### src/rtl/loader_pkg.sv
// Shared types and constants for the instruction-memory loader.
package loader_pkg;

  typedef enum logic [1:0] {
    ST_IDLE,
    ST_LEN,
    ST_DATA,
    ST_CSUM
  } state_t;

  localparam logic [7:0] SYNC_BYTE_DEF = 8'hA5;

  // A LEN byte of zero encodes a full 256-byte image.
  localparam bit LEN_ZERO_MEANS_256 = 1'b1;

  function automatic logic [8:0] len_decode(input logic [7:0] len);
    return (LEN_ZERO_MEANS_256 && (len == 8'd0)) ? 9'd256 : {1'b0, len};
  endfunction

endpackage

### src/rtl/loader_timeout.sv
// Inter-byte idle watchdog for the loader.
// Latency: expired is combinational from the count; the count reloads one cycle after reload.
// Backpressure: none, it only observes reload/enable strobes.
module loader_timeout #(
  parameter int TIMEOUT_CYCLES = 1000000
) (
  input  logic clock,
  input  logic reset,
  input  logic reload,
  input  logic enable,
  output logic expired
);

  localparam int CNT_W = $clog2(TIMEOUT_CYCLES + 1);
  localparam logic [CNT_W-1:0] RELOAD_VAL = CNT_W'(TIMEOUT_CYCLES);

  logic [CNT_W-1:0] cnt;

  always_ff @(posedge clock or posedge reset) begin
    if (reset) begin
      cnt <= RELOAD_VAL;
    end else if (reload) begin
      cnt <= RELOAD_VAL;
    end else if (enable && (cnt != '0)) begin
      cnt <= cnt - CNT_W'(1);
    end
  end

  // A byte in the same cycle as expiry wins: reload masks the flag.
  assign expired = enable && !reload && (cnt == '0);

endmodule

### src/rtl/instr_mem_loader.sv
// Parses SYNC/LEN/DATA[/CSUM] frames from the UART and writes instruction RAM while holding the CPU.
// Latency: one registered write (mem_we) the cycle after each data strobe; no backpressure, bytes are never stalled.
// LOADER_CHECKSUM_EN adds a trailing checksum byte that must zero the 8-bit sum of the image.
module instr_mem_loader
  import loader_pkg::*;
#(
  parameter int          ADDR_W         = 8,
  parameter int          DATA_W         = 8,
  parameter logic [7:0]  SYNC_BYTE      = SYNC_BYTE_DEF,
  parameter int          BASE_ADDR      = 0,
  parameter int          TIMEOUT_CYCLES = 1000000
) (
  input  logic              clock,
  input  logic              reset,
  input  logic              rx_valid,
  input  logic [7:0]        rx_data,
  output logic              mem_we,
  output logic [ADDR_W-1:0] mem_waddr,
  output logic [DATA_W-1:0] mem_wdata,
  output logic              cpu_hold,
  output logic              load_done,
  output logic              load_err
);

  localparam logic [ADDR_W-1:0] BASE = ADDR_W'(BASE_ADDR);

  state_t            state, state_nxt;
  logic [ADDR_W-1:0] ptr;
  logic [8:0]        remain;
  logic              in_frame, sync_hit, tmo_reload, expired;
  logic              do_start, do_write, do_done, do_err;

  assign in_frame   = (state != ST_IDLE);
  assign sync_hit   = rx_valid && (rx_data == SYNC_BYTE);
  assign tmo_reload = in_frame ? rx_valid : sync_hit;

  loader_timeout #(
    .TIMEOUT_CYCLES(TIMEOUT_CYCLES)
  ) u_timeout (
    .clock  (clock),
    .reset  (reset),
    .reload (tmo_reload),
    .enable (in_frame),
    .expired(expired)
  );

`ifdef LOADER_CHECKSUM_EN
  logic [7:0] sum;
  logic [7:0] sum_chk;
  assign sum_chk = sum + rx_data;

  always_ff @(posedge clock or posedge reset) begin
    if (reset) begin
      sum <= 8'd0;
    end else if (do_start) begin
      sum <= 8'd0;
    end else if (do_write) begin
      sum <= sum_chk;
    end
  end
`endif

  always_comb begin
    state_nxt = state;
    do_start  = 1'b0;
    do_write  = 1'b0;
    do_done   = 1'b0;
    do_err    = 1'b0;
    case (state)
      ST_IDLE: begin
        if (sync_hit) begin
          state_nxt = ST_LEN;
          do_start  = 1'b1;
        end
      end
      ST_LEN: begin
        if (rx_valid) begin
          state_nxt = ST_DATA;
        end else if (expired) begin
          state_nxt = ST_IDLE;
          do_err    = 1'b1;
        end
      end
      ST_DATA: begin
        if (rx_valid) begin
          do_write = 1'b1;
          if (remain == 9'd1) begin
`ifdef LOADER_CHECKSUM_EN
            state_nxt = ST_CSUM;
`else
            state_nxt = ST_IDLE;
            do_done   = 1'b1;
`endif
          end
        end else if (expired) begin
          state_nxt = ST_IDLE;
          do_err    = 1'b1;
        end
      end
`ifdef LOADER_CHECKSUM_EN
      ST_CSUM: begin
        if (rx_valid) begin
          state_nxt = ST_IDLE;
          if (sum_chk == 8'd0) begin
            do_done = 1'b1;
          end else begin
            do_err  = 1'b1;
          end
        end else if (expired) begin
          state_nxt = ST_IDLE;
          do_err    = 1'b1;
        end
      end
`endif
      default: state_nxt = ST_IDLE;
    endcase
  end

  always_ff @(posedge clock or posedge reset) begin
    if (reset) begin
      state     <= ST_IDLE;
      ptr       <= BASE;
      remain    <= 9'd0;
      mem_we    <= 1'b0;
      mem_waddr <= BASE;
      mem_wdata <= '0;
      cpu_hold  <= 1'b0;
      load_done <= 1'b0;
      load_err  <= 1'b0;
    end else begin
      state     <= state_nxt;
      mem_we    <= do_write;
      load_done <= do_done;
      if (do_start) begin
        cpu_hold <= 1'b1;
        load_err <= 1'b0;
      end
      if ((state == ST_LEN) && rx_valid) begin
        remain <= len_decode(rx_data);
        ptr    <= BASE;
      end
      // Pointer wraps modulo the memory depth; a 256-byte image may cross the top.
      if (do_write) begin
        mem_waddr <= ptr;
        mem_wdata <= DATA_W'(rx_data);
        ptr       <= ptr + ADDR_W'(1);
        remain    <= remain - 9'd1;
      end
      if (do_done) begin
        cpu_hold <= 1'b0;
      end
      if (do_err) begin
        load_err <= 1'b1;
      end
    end
  end

endmodule

### config.mk
export PLATFORM = sky130hd
export DESIGN_NAME = instr_mem_loader
export DESIGN_NICKNAME = d
export VERILOG_FILES = /design/src/rtl/loader_pkg.sv /design/src/rtl/loader_timeout.sv /design/src/rtl/instr_mem_loader.sv
export SDC_FILE = /design/constraint.sdc
export NUM_CORES = 1
export LEC_CHECK = 0
export ABC_AREA = 1
export CELL_PAD_IN_SITES_DETAIL_PLACEMENT = 1
export CELL_PAD_IN_SITES_GLOBAL_PLACEMENT = 2
export CORE_MARGIN = 2
export CORE_UTILIZATION = 33
export CTS_CLUSTER_DIAMETER = 30
export CTS_CLUSTER_SIZE = 24
export DETAILED_ROUTE_END_ITERATION = 10
export PLACE_DENSITY_LB_ADDON = 0.1
export SLEW_MARGIN = 20
export SYNTH_ARGS = -nofsm -noshare
export SYNTH_HDL_FRONTEND = slang
export SYNTH_SLANG_ARGS = --single-unit
### constraint.sdc
create_clock -name clock -period 2.1 [get_ports clock]
set_input_delay 0.42 -clock clock [delete_from_list [all_inputs] [get_ports clock]]
set_output_delay 0.42 -clock clock [all_outputs]
set_load 0.02 [all_outputs]
# Yosys cells after proc, flatten, opt, wreduce, memory -nomap -nowiden
# Index checks and enable logic that the tools add are counted.
dict set report word_totals {
  register_bits 59
  in_bits 11
  out_inout_bits 20
}
dict set report op_classes {
  n_reduce_logical 17
  n_eq_ne 6
  add_sub_neg 3
  n_mux 28
}
# op n
set op_table {}
lappend op_table {{$mux W20} 2}
lappend op_table {{$mux W9} 3}
lappend op_table {{$logic_not A20 Y1} 1}
lappend op_table {{$reduce_bool A20 Y1} 1}
lappend op_table {{$sub A20 B1 Y20 const B} 1}
lappend op_table {{$mux W8} 2}
lappend op_table {{$mux W1} 15}
lappend op_table {{$mux W2} 5}
lappend op_table {{$reduce_bool A2 Y1} 5}
lappend op_table {{$eq A9 B1 Y1 const B} 1}
lappend op_table {{$sub A9 B1 Y9 const B} 1}
lappend op_table {{$add A8 B1 Y8 const B} 1}
lappend op_table {{$eq A8 B8 Y1 const B} 1}
lappend op_table {{$logic_not A8 Y1} 1}
lappend op_table {{$pmux W2 S3} 1}
lappend op_table {{$logic_and A1 B1 Y1} 5}
lappend op_table {{$ne A3 B3 Y1 const B} 1}
lappend op_table {{$eq A2 B1 Y1 const B} 1}
lappend op_table {{$eq A2 B2 Y1 const B} 1}
lappend op_table {{$logic_not A2 Y1} 1}
lappend op_table {{$ne A2 B2 Y1 const B} 1}
lappend op_table {{$reduce_and A2 Y1} 1}
lappend op_table {{$reduce_or A2 Y1} 1}
lappend op_table {{$logic_not A1 Y1} 1}

# Logic depth before layout (Yosys ltp)
dict set report logic_depth {
  word_depth 10
  mapped_depth 11
  mapped_depth_nobuf 10
}

# Modules after synthesis
# A second synthesis with hierarchy kept.
dict set report hier_totals {
  hier_cells 465
  area_unflattened_um2 3413.3
}
# module area_per_inst_um2 instances cells_each
set modules_own_cells {}
lappend modules_own_cells {instr_mem_loader 1991.9 1 254}
lappend modules_own_cells {loader_timeout 1421.4 1 211}

# Worst setup path after synthesis
# Ideal clock, no wire load.
dict set report synth_path {
  path_kind {reg-to-reg}
  from {reg state[0]}
  to {reg u_timeout.cnt[5]}
  n_path_buf 1
  path_stages_with_launch 12
  required_ps 1982
  arrival_time_ps 1557
  setup_slack_ps 425
  path_cell_list {dfrtp_1 -> inv_1 -> ha_1 -> nor2_4 -> nand2_1 -> nor2_1 -> nand3_2 -> nand2_4 -> inv_4 -> buf_6 -> nand3b_1 -> nand2_1}
}
dict set report synth_via {
  elab_chain_cells 3
}
# item line_no
set synth_rtl {}
lappend synth_rtl {{start: declaration} instr_mem_loader.sv:27} ;# state_t state, state_nxt;
lappend synth_rtl {{start signal: assignment} instr_mem_loader.sv:131} ;# state <= state_nxt;
lappend synth_rtl {{$reduce_bool A2 Y1 *} instr_mem_loader.sv:33} ;# assign in_frame = (state != ST_IDLE);
lappend synth_rtl {{$mux W1 / $logic_and A1 B1 Y1 (equally long branches)} {instr_mem_loader.sv:35, loader_timeout.sv:24}}
lappend synth_rtl {{$mux W20 / $reduce_bool A2 Y1 (equally long branches)} n/a}
lappend synth_rtl {{end signal: assignment} loader_timeout.sv:25} ;# cnt <= cnt - CNT_W'(1);
lappend synth_rtl {{end: declaration} loader_timeout.sv:17} ;# logic [CNT_W-1:0] cnt;
# Every way passes the cells marked *; elsewhere a longest branch is shown, timed or not.
# A chain may end at the register's enable or synchronous reset.

# Worst setup path after layout
dict set report layout_path {
  from {reg state[0]}
  to {reg u_timeout.cnt[2]}
}
# The elaborated chain is that of the path after synthesis.

==> results.json <==
{
  "status": "completed",
  "num_io_pins": 31,
  "synth_area_leader_cell": "sky130_fd_sc_hd__dfrtp_1",
  "synth_area_per_cell_um2": 7.45,
  "crit_path_start_kind": "flop",
  "synth_fp_nets": 466,
  "post-place-cells": 612,
  "worstMarginPinSlew_ns": 0.441,
  "ys_seq_area_frac": 0.447,
  "synthCells": 446,
  "grt_pass1_wl_um": 16000,
  "rsz0062_at_grt": "no",
  "gp_routability_congestion": 0.809,
  "cts_inserted_buffers": 9,
  "timing.fmax_mhz": 541,
  "detail_route.wirelength_um": 9310,
  "h_tree_depth": 3,
  "pins_over_their_slew_limit": 0,
  "clock_tree.buffer_depth": 2,
  "fin_nets": 510,
  "cts.reportedPaths.clkPinSlew_ns": 0.08,
  "hpwl_um": 6830,
  "core_um2": 9770,
  "number_of_distinct_library_cells_after_synthesis": 35,
  "maximum_cell_stage_delay_along_the_critical_path_ns": 0.41,
  "synth.ff_latch_count": 59,
  "synth.top_cell.area_share": 0.392,
  "worst_clock_skew_ns": 0.0173,
  "critical_path_required_ns": 2.32,
  "cts.sink_count": 59,
  "fin_crit_sh": 0.880,
  "via_per_inst": 4.93,
  "critical_path.max_fanout": 20,
  "die_height_um": 104,
  "power.density_cell_area_nw_per_um2": 1470,
  "global_route.usage.total": 0.184,
  "worst_skew_pair.late_latency_ns": 0.35,
  "worst-endpoint-arrival_ns": 2.07,
  "drc": 0,
  "cts_hold_buffers": 0,
  "fill_count": 1235,
  "effective_utilization_at_floorplan": 0.340,
  "worstHoldPathType": "primary input to asynchronous set/reset pin",
  "multiInputGateArea_um2": 1570,
  "yosys-top-cells-area": "sky130_fd_sc_hd__dfrtp_1, sky130_fd_sc_hd__nand2_1, sky130_fd_sc_hd__nand3_1",
  "final_period_demand_of_the_worst_path_ns": 1.85,
  "synthesis.area_um2": 3320,
  "non_filler_cells_in_the_finished_layout": 628,
  "maximum_number_of_pins_on_one_net_before_global_route_repair": 60,
  "die-width_um": 104,
  "die_area_um2": 10900,
  "drive_gt1_frac": 0.103,
  "antenna-diode-count": 0,
  "hold_violations": 0,
  "avgRoutedWirePerCell_um": 14.8,
  "setup.worst_path.end_class": "flop",
  "antenna_found_initial": 0,
  "antenna_violating_nets_post_route": 0,
  "drt_pass1_iterations": 4,
  "master_cell_of_the_clock_root_buffer": "sky130_fd_sc_hd__clkbuf_8",
  "layout-area-overhead-vs-synth_pct": 22.3,
  "drtIter0Drc": 76,
  "setup_viol": 0,
  "max_cap_viol_count": 0,
  "power.total_mw": 5.96,
  "seqCellArea_um2": 1490,
  "static-leakage-power_nw": 1.95,
  "grt_pass1_vias": 3162,
  "grt-ovfl-total": 0,
  "cts_tree": "yes",
  "ir_worst_vdd_v": 0.000492,
  "synth.yosys.warnings": 0,
  "worst_path_max_delay_cell": "sky130_fd_sc_hd__dfrtp_1",
  "num_vias": 3094,
  "timing.max_slew.rel_slack": 0.703,
  "fin_util": 0.415,
  "placement.io_buffers": 30,
  "totalNegativeSetupSlack_ns": 0,
  "rows": 36,
  "critical_path.cell_chain": "inv_1 -> ha_1 -> nor2_4 -> nand2_1 -> nor2_1 -> nand3_2 -> nand2_4 -> buf_12 -> o21ai_0",
  "timing_worst_setup_path_type": "flop to flop"
}
[registers in the layout (all words and copies together), names as in the netlist]
| name | cells |
|---|---|
| cpu_hold | 1 |
| load_done | 1 |
| load_err | 1 |
| mem_waddr | 8 |
| mem_wdata | 8 |
| mem_we | 1 |
| ptr | 8 |
| remain | 9 |
| state | 2 |
| u_timeout.cnt | 20 |
[report_power, final]
part	switching, mW	internal, mW
Clock	0.513	0.470
Combinational	1.84	1.10
Sequential	0.404	1.63
Total	2.75	3.20
[metal layers]
layer | up-vias | track usage | part of all wire
met2 | 36 | 0.316 | 0.49
li1 | 1524 | - | -
met5 | - | 0 | 0
met3 | 11 | 0.0464 | 0.028
met1 | 1523 | 0.229 | 0.47
met4 | 0 | 0.0531 | 0.013
[cell families (layout without fill, tap and decap cells)]
logic type,after synthesis,in the layout,synth area share
xor+xnor,7,7,0.0185
compound gates,61,61,0.0999
simple gates,248,248,0.320
flops,59,59,0.447
fa+ha+maj,9,9,0.0339
buf+inv,62,111,0.0806
[synth_stat cells (all sizes together)]
master,n
nor3,2
nor4,2
dfrtp,52
o221ai,1
nor2,53
o31ai,1
ha,9
a21oi,8
nand2,136
xnor2,1
clkinv,1
xor2,6
inv,49
o22ai,5
clkbuf,3
o211ai,3
a22oi,1
dfstp,7
nand3b,4
buf,9
nand4,6
or2,1
nand3,44
o21ai,42
[per-stage QoR]
stage	worst slack, ns	instance area, µm²	hold slack, ns
2_1_floorplan	0.235	3320	0.454
6_report	0.251	4060	0.448
3_3_place_gp	0.0119	3870	0.462
5_1_grt	0.0673	4060	0.479
4_1_cts	0.216	4060	0.460
3_5_place_dp	0.0181	3870	0.468
[critical path: cells and delay by family, from the launching register on]
family                   cells  cell delay (ns)
AND/OR/NAND/NOR              5             0.66
buffers and inverters        2             0.26
flip-flops                   1             0.41
adder cells (fa/ha/maj)      1             0.30
AO/OA/AOI/OAI                1             0.10
[area by class of cell]
type / instances / share of cell area
Multi-Input combinational cell: 325 / 0.387
Sequential cell: 59 / 0.366
Timing Repair Buffer: 45 / 0.114
Inverter: 50 / 0.0468
Tap cell: 133 / 0.0410
Clock buffer: 10 / 0.0339
Clock inverter: 6 / 0.0117
[placed cells by master, fill, tap and decap left out, drive strengths merged, types with 3 or more instances in the layout]
master	n
o211ai	3
o22ai	5
nand3	44
clkdlybuf4s50	30
nor2	53
buf	15
clkinv	4
clkbuf	10
nand2	136
dfrtp	52
xor2	6
nand4	6
nand3b	4
a21oi	8
o21ai	42
ha	9
dfstp	7
inv	51
[worst paths after layout]
| check | startpoint | end | slack, ns | depth (start not counted) |
|---|---|---|---|---|
| worst max-delay path | state[0] | u_timeout.cnt[2] | 0.25 | 9 |
| worst min-delay path | reset | u_timeout.cnt[11] | 0.45 | 3 |
| worst max register to register | state[0] | u_timeout.cnt[2] | 0.25 | 9 |
| worst min register to register | mem_waddr[6] | mem_waddr[6] | 0.49 | 2 |
| max in group asynchronous | reset | u_timeout.cnt[16] | 1.30 | 3 |
| min in group clock | mem_waddr[6] | mem_waddr[6] | 0.49 | 2 |
[what timing repair did]
| action | 4_1_cts | 5_1_grt |
|---|---|---|
| endpoints found under the setup margin | 0 | 1 |
| buffers inserted | 0 | 0 |
| gates resized for setup | 0 | 1 |
(Power assumes the default switching activity.)
